--- src/rtl/riscv_pkg.sv ---
// Shared RV32I core definitions: default widths, opcode constants and the
// decoder control word used by the pipeline registers.
package riscv_pkg;

  localparam int XLEN_DEF      = 32;
  localparam int REG_AW_DEF    = 5;
  localparam int ALUCTRL_W_DEF = 3;

  localparam logic [6:0] OP_R_TYPE = 7'b0110011;
  localparam logic [6:0] OP_I_TYPE = 7'b0010011;
  localparam logic [6:0] OP_B_TYPE = 7'b1100011;
  localparam logic [6:0] OP_L_TYPE = 7'b0000011;
  localparam logic [6:0] OP_S_TYPE = 7'b0100011;

  typedef struct packed {
    logic                     RegWrite;
    logic                     ResultSrc;
    logic                     MemWrite;
    logic                     Branch;
    logic                     ALUSrc;
    logic [ALUCTRL_W_DEF-1:0] ALUControl;
  } ctrl_t;

  localparam ctrl_t CTRL_BUBBLE = '0;

endpackage

--- src/rtl/id_ex_pipe_reg_field.sv ---
// Generic pipeline field register: async active-low reset, synchronous clear
// (takes priority) and load enable.
module pipe_field_reg #(
  parameter int W = 8
) (
  input  logic         clk,
  input  logic         rst_n,
  input  logic         i_en,
  input  logic         i_clr,
  input  logic [W-1:0] i_d,
  output logic [W-1:0] o_q
);

  logic [W-1:0] r_q;

  always_ff @(posedge clk or negedge rst_n) begin
    if (!rst_n)     r_q <= '0;
    else if (i_clr) r_q <= '0;
    else if (i_en)  r_q <= i_d;
  end

  assign o_q = r_q;

endmodule

--- src/rtl/id_ex_pipe_reg.sv ---
// ID/EX pipeline register with stall/flush and a valid bit. Defining
// ID_EX_BUBBLE_CNT_EN adds the BubbleCntE bubble counter port.
module id_ex_pipe_reg
  import riscv_pkg::*;
#(
  parameter int XLEN      = XLEN_DEF,
  parameter int REG_AW    = REG_AW_DEF,
  parameter int ALUCTRL_W = ALUCTRL_W_DEF
) (
  input  logic                 clk,
  input  logic                 rst_n,
  input  logic                 StallE,
  input  logic                 FlushE,
  input  logic                 ValidD,
  input  logic                 RegWriteD,
  input  logic                 ResultSrcD,
  input  logic                 MemWriteD,
  input  logic                 BranchD,
  input  logic                 ALUSrcD,
  input  logic [ALUCTRL_W-1:0] ALUControlD,
  input  logic [XLEN-1:0]      RD1D,
  input  logic [XLEN-1:0]      RD2D,
  input  logic [XLEN-1:0]      PCD,
  input  logic [XLEN-1:0]      PCPlus4D,
  input  logic [XLEN-1:0]      ImmExtD,
  input  logic [REG_AW-1:0]    Rs1D,
  input  logic [REG_AW-1:0]    Rs2D,
  input  logic [REG_AW-1:0]    RdD,
  output logic                 ValidE,
  output logic                 RegWriteE,
  output logic                 ResultSrcE,
  output logic                 MemWriteE,
  output logic                 BranchE,
  output logic                 ALUSrcE,
  output logic [ALUCTRL_W-1:0] ALUControlE,
  output logic [XLEN-1:0]      RD1E,
  output logic [XLEN-1:0]      RD2E,
  output logic [XLEN-1:0]      PCE,
  output logic [XLEN-1:0]      PCPlus4E,
  output logic [XLEN-1:0]      ImmExtE,
  output logic [REG_AW-1:0]    Rs1E,
  output logic [REG_AW-1:0]    Rs2E,
  output logic [REG_AW-1:0]    RdE
`ifdef ID_EX_BUBBLE_CNT_EN
  ,
  output logic [31:0]          BubbleCntE
`endif
);

  localparam int CTRL_W = 6 + ALUCTRL_W;
  localparam int DATA_W = 5 * XLEN;
  localparam int IDX_W  = 3 * REG_AW;

  logic              w_en;
  logic [CTRL_W-1:0] w_ctrlD, w_ctrlE;
  logic [DATA_W-1:0] w_dataD, w_dataE;
  logic [IDX_W-1:0]  w_idxD,  w_idxE;

  // Flush wins over stall inside the field register (clear has priority).
  assign w_en    = ~StallE;
  assign w_ctrlD = {ValidD, RegWriteD, ResultSrcD, MemWriteD, BranchD, ALUSrcD, ALUControlD};
  assign w_dataD = {RD1D, RD2D, PCD, PCPlus4D, ImmExtD};
  assign w_idxD  = {Rs1D, Rs2D, RdD};

  pipe_field_reg #(.W(CTRL_W)) u_ctrl (
    .clk(clk), .rst_n(rst_n), .i_en(w_en), .i_clr(FlushE), .i_d(w_ctrlD), .o_q(w_ctrlE)
  );

  pipe_field_reg #(.W(DATA_W)) u_data (
    .clk(clk), .rst_n(rst_n), .i_en(w_en), .i_clr(FlushE), .i_d(w_dataD), .o_q(w_dataE)
  );

  pipe_field_reg #(.W(IDX_W)) u_idx (
    .clk(clk), .rst_n(rst_n), .i_en(w_en), .i_clr(FlushE), .i_d(w_idxD), .o_q(w_idxE)
  );

  assign {ValidE, RegWriteE, ResultSrcE, MemWriteE, BranchE, ALUSrcE, ALUControlE} = w_ctrlE;
  assign {RD1E, RD2E, PCE, PCPlus4E, ImmExtE} = w_dataE;
  assign {Rs1E, Rs2E, RdE} = w_idxE;

`ifdef ID_EX_BUBBLE_CNT_EN
  logic        w_bubble;
  logic [31:0] r_bubbleCnt;

  // A bubble is any edge that actually loads ValidE=0.
  assign w_bubble = FlushE | (~StallE & ~ValidD);

  always_ff @(posedge clk or negedge rst_n) begin
    if (!rst_n)        r_bubbleCnt <= '0;
    else if (w_bubble) r_bubbleCnt <= r_bubbleCnt + 32'd1;
  end

  assign BubbleCntE = r_bubbleCnt;
`endif

endmodule

--- config.mk ---
export PLATFORM = sky130hd
export DESIGN_NAME = id_ex_pipe_reg
export DESIGN_NICKNAME = d
export VERILOG_FILES = /design/src/rtl/riscv_pkg.sv /design/src/rtl/id_ex_pipe_reg_field.sv /design/src/rtl/id_ex_pipe_reg.sv
export SDC_FILE = /design/constraint.sdc
export NUM_CORES = 1
export LEC_CHECK = 0
export CORE_MARGIN = 4
export CORE_UTILIZATION = 37
export CTS_CLUSTER_DIAMETER = 120
export DETAILED_ROUTE_END_ITERATION = 10
export PLACE_DENSITY = 0.77
export SLEW_MARGIN = 15
export SYNTH_ARGS = -nofsm -noshare
export SYNTH_HDL_FRONTEND = slang
export SYNTH_HIERARCHICAL = 1
export SYNTH_SLANG_ARGS = --single-unit
--- constraint.sdc ---
create_clock -name clk -period 0.8 [get_ports clk]
set_clock_uncertainty 0.1 [all_clocks]
set_input_delay 0.08 -clock clk [delete_from_list [all_inputs] [get_ports clk]]
set_output_delay 0.08 -clock clk [all_outputs]
set_load 0.05 [all_outputs]
Word-level counts from Yosys, hierarchy flattened
Cells that the tools add are included.

cells by class
  add/sub/neg operators = 0
  multiply operators = 0
  divide/modulo/power cells = 0
  $lt $le $gt $ge = 0
  eq/ne operators = 1
  shift-type cells = 0
  muxes and demuxes = 6
  bitwise gates (word level) = 0
  reduce and logical (&&, ||, !) cells = 0

operators with widths
  kind                  number
  $mux W160             2
  $mux W15              2
  $mux W9               2
  $ne A2 B1 Y1 const B  1

storage, ports and cells
  bits in registers = 184
  bits in latches = 0
  RAM bits = 0
  bits in read-only memories = 0
  input port bits = 188
  output and inout port bits = 184
  logic and storage cells = 10
  memories = 0

Logic depth before layout (Yosys ltp)
  depth after elaboration = 2
  gate-level depth with buffers = 6
  depth with buffers taken out = 3

By module
The synthesis kept the hierarchy.

modules (own cells, without submodules)
  module                    instances  cells each  area an instance (µm²)  sequential area each (µm²)
  pipe_field_reg at u_data  1          516         6493.7                  4003.8
  pipe_field_reg at u_idx   1          48          616.8                   375.4
  pipe_field_reg at u_ctrl  1          29          364.1                   225.2
  id_ex_pipe_reg            1          1           3.8                     0.0

Worst setup path before layout
No wires, ideal clock.

  path type = input -> register
  start = input port StallE
  end = register u_data.r_q[100] (netlist: u_data/o_q[100])
  library setup time = 0.132 ns
  arrival = 0.871 ns
  data required time = 0.568 ns
  slack = -0.303 ns
  stages on the path = 6
  path buffers = 3
  cell sequence = inv_1 -> buf_4 -> buf_8 -> buf_8 -> mux2i_1 -> nor2_1

between the ends
  cells in the longest elaborated chain, start to end = 1

ends and longest elaborated chain
  element                 line                        text
  from (decl)             id_ex_pipe_reg.sv:12        input logic StallE,
  $ne A2 B1 Y1 (no line)  --
  to (signal assigned)    id_ex_pipe_reg_field.sv:19  else if (i_en) r_q <= i_d;
  to (decl)               id_ex_pipe_reg_field.sv:14  logic [W-1:0] r_q;

Every way passes these cells.
A chain may end at the register's enable or synchronous reset.

Final worst setup path
  start = register u_data.r_q[54] (netlist: u_data/o_q[54])
  end = output port PCPlus4E[22]

RTL lines
  element    line                  text
  to (decl)  id_ex_pipe_reg.sv:39  output logic [XLEN-1:0] PCPlus4E,

No word-level cell between the ends.

==> out/summary.txt <==
post-synthesis async set-or-reset flop share: 1.000
measured slew at the worst slew-check pin: 0.2982 ns
RePlAce Congestion: 0.7813
Max-Cap Viols: 0
GRT Total Usage: 0.2517
final worst setup slack: -0.4085 ns
Period Utilization, post-route: 1.511
status: complete, but fails checks
top cells by count, synth: dfrtp_1, mux2i_1, nor2_1
final wirelength: 28410 um
register area share after synthesis: 0.6157
fin area: 15270 um^2
Initial Util: 0.3805
ys flop type: dfrtp_1
# H-tree levels: 4
FMAX: 827.4 MHz
DRC Markers: 0
Mapped Area: 7478 um^2
CP max stage delay: 0.44 ns
TritonCTS clock tree: built
VDD IR max: 0.001435 V
Synth Warn #: 6
Final min period: 1.209 ns
gate count of the mapped netlist: 594
share of cells above drive strength 1: 0.4842
Rel. slew slack: 0.8012
Hold Vio Cnt, Final: 2
CP bufs+invs: 1
Multi-input gate area: 2630 um^2
clock-pin slew on the worst setup and hold paths: 0.07 ns
Fillers: 1106
total grt overflow: 0
CP arrival: 1.03 ns
crit-path cells: buf_12
Mean Syn Cell Area: 12.59 um^2
DR vias/cell: 4.813
largest net degree at the start of global routing: 37
1st-pass router iterations: 4
largest cells by area after synthesis: dfrtp_1, mux2i_1, nor2_1, buf_8, buf_4
#FFs+latches synth: 184
Syn Nets: 782
Buffers on Ports: 371
fin cells: 1312
core area: 19650 um^2
register-to-register setup slack: -0.32 ns
Via Count: 6314
first-pass GRT wire length: 42540 um
Crit-path slowest cell: dfrtp_2
Layout area overhead: 104.1%
failing checks: negative hold slack, negative setup slack
RSZ-0062 raised after global routing: true
hold_ws: -0.008774 ns
First DRT Iteration DRCs: 128
vias in the first global route: 7226
CTS Sinks: 184
worst r2r dst: u_data/o_q[59]
Slew Viols, Final: 0
Yosys cell types: 11
Ports: 372
wire per inst: 21.66 um
row cnt: 51
Die W: 150.2 um
Cells after DPL: 1237
Root Driver: clkbuf_16
post-route ant nets: 0
cts hold-fix bufs: 2
final net count: 1222
Reg2Reg Launch Point: u_data/o_q[59]
Startpoint Class: flop
Die Ht: 150.2 um
Static Leak: 0.006827 uW
post-synth top area share: 0.6157
number of synthesized flops with an enable pin: 0
FF/Latch Area: 4835 um^2
pwr dens: 1719 nW/um^2
placed cell areas: 13870 um^2
worst-path maximum fanout: 2
CP required: 0.62 ns
clock buffer depth: 2
hpwl dp: 19860 um
clk_lat worst skew: 0.42 ns
min-delay worst type: in2async
initial antenna violation count: 1
CP Capture Type: output pin
delay-heaviest family, CP: flip-flops
kind of critical path: reg2out
Setup violations, final: 368
die area: 22550 um^2
n_diodes: 0
FF-to-FF path depth: 4
TritonCTS Buffers: 17
cell taking the most area after synthesis: dfrtp_1
==> worst reg2reg max path: stages, from the launching register on <==
cell     delay, ns
dfrtp_2       0.44
buf_4         0.14
buf_6         0.11
mux2i_4       0.14
nor2_1        0.07
==> cell type report <==
type,count,area share
sequential,184,0.3167
tap,265,0.02172
timing repair inverter,3,0.003114
timing repair buffer,459,0.4485
clock buffer,19,0.02901
multi-input combinational,368,0.1723
inverter,1,0.001311
clock inverter,13,0.007458
==> power breakdown <==
part | internal (uW) | total, uW | switching [uW]
Clock | 4180 | 8150 | 3970
Combinational | 3980 | 7550 | 3570
Sequential | 9920 | 10500 | 624
Total | 18100 | 26200 | 8170
==> metrics by stage <==
| stage | total power, uW | utilization | worst slack [ns] | TNS [ns] |
|---|---|---|---|---|
| after floorplan | 13460 | - | -0.1666 | -25.98 |
| after global placement | 17550 | 0.7058 | -0.6979 | -121.45 |
| after detailed placement | 17690 | 0.7058 | -0.7870 | -129.39 |
| after CTS | 26230 | 0.7663 | -0.4272 | -82.70 |
| after global routing | 27170 | 0.7768 | -0.4406 | -93.40 |
| final | 26240 | 0.7768 | -0.4085 | -81.41 |
==> repair_timing <==
item,CTS,global route
endpoints found under the hold margin,185,1
endpoints found under the setup margin,368,385
gates cloned,11,0
setup buffers,20,20
pin swaps,15,36
gates resized for setup,50,39
==> how the worst max path moves through the flow <==
stage               slack [ns]  cells after the start           start              end
floorplan                -0.17                      6          StallE  u_data/o_q[116]
global placement         -0.70                      6          StallE  u_data/o_q[116]
detailed placement       -0.79                      6          StallE   u_data/o_q[74]
CTS                      -0.43                      1   u_ctrl/o_q[1]   ALUControlE[1]
global route             -0.44                      1  u_data/o_q[55]     PCPlus4E[23]
finish                   -0.41                      1  u_data/o_q[54]     PCPlus4E[22]
==> state kept, by name, summed over array words and instances, names as in the netlist <==
name        flops
u_ctrl/o_q      9
u_data/o_q    160
u_idx/o_q      15
==> layer usage <==
metal / routed length (um) / part of all wire / track usage / up-vias
li1: - / - / - / 2860
met5: 13 / 0.00046 / 0 / -
met4: 1031 / 0.036 / 0.09881 / 2
met1: 9961 / 0.35 / 0.2759 / 3104
met3: 2741 / 0.096 / 0.1005 / 63
met2: 14670 / 0.52 / 0.4375 / 285
==> cell families (layout without fill, tap and decap cells) <==
group                  after synthesis  in the layout  synth area share
buffers and inverters               42            495           0.04567
flip-flops                         184            184            0.6157
multiplexers                       184            184            0.2463
AND/OR/NAND/NOR                    184            184           0.09235
==> cells in the final DEF, fill, tap and decap left out, types with 2 or more instances in the layout <==
cell type,netlist,final
clkinvlp_4,0,5
buf_12,1,203
buf_4,7,22
inv_6,0,3
clkdlybuf4s50_1,0,184
buf_16,0,13
dlygate4sd3_1,0,2
inv_8,0,5
mux2i_4,0,5
mux2i_1,184,171
dfrtp_2,0,184
nor2_1,184,182
buf_6,2,33
nor2_2,0,2
inv_16,0,2
mux2i_2,0,8
clkbuf_16,0,17
(Power assumes the default switching activity.)
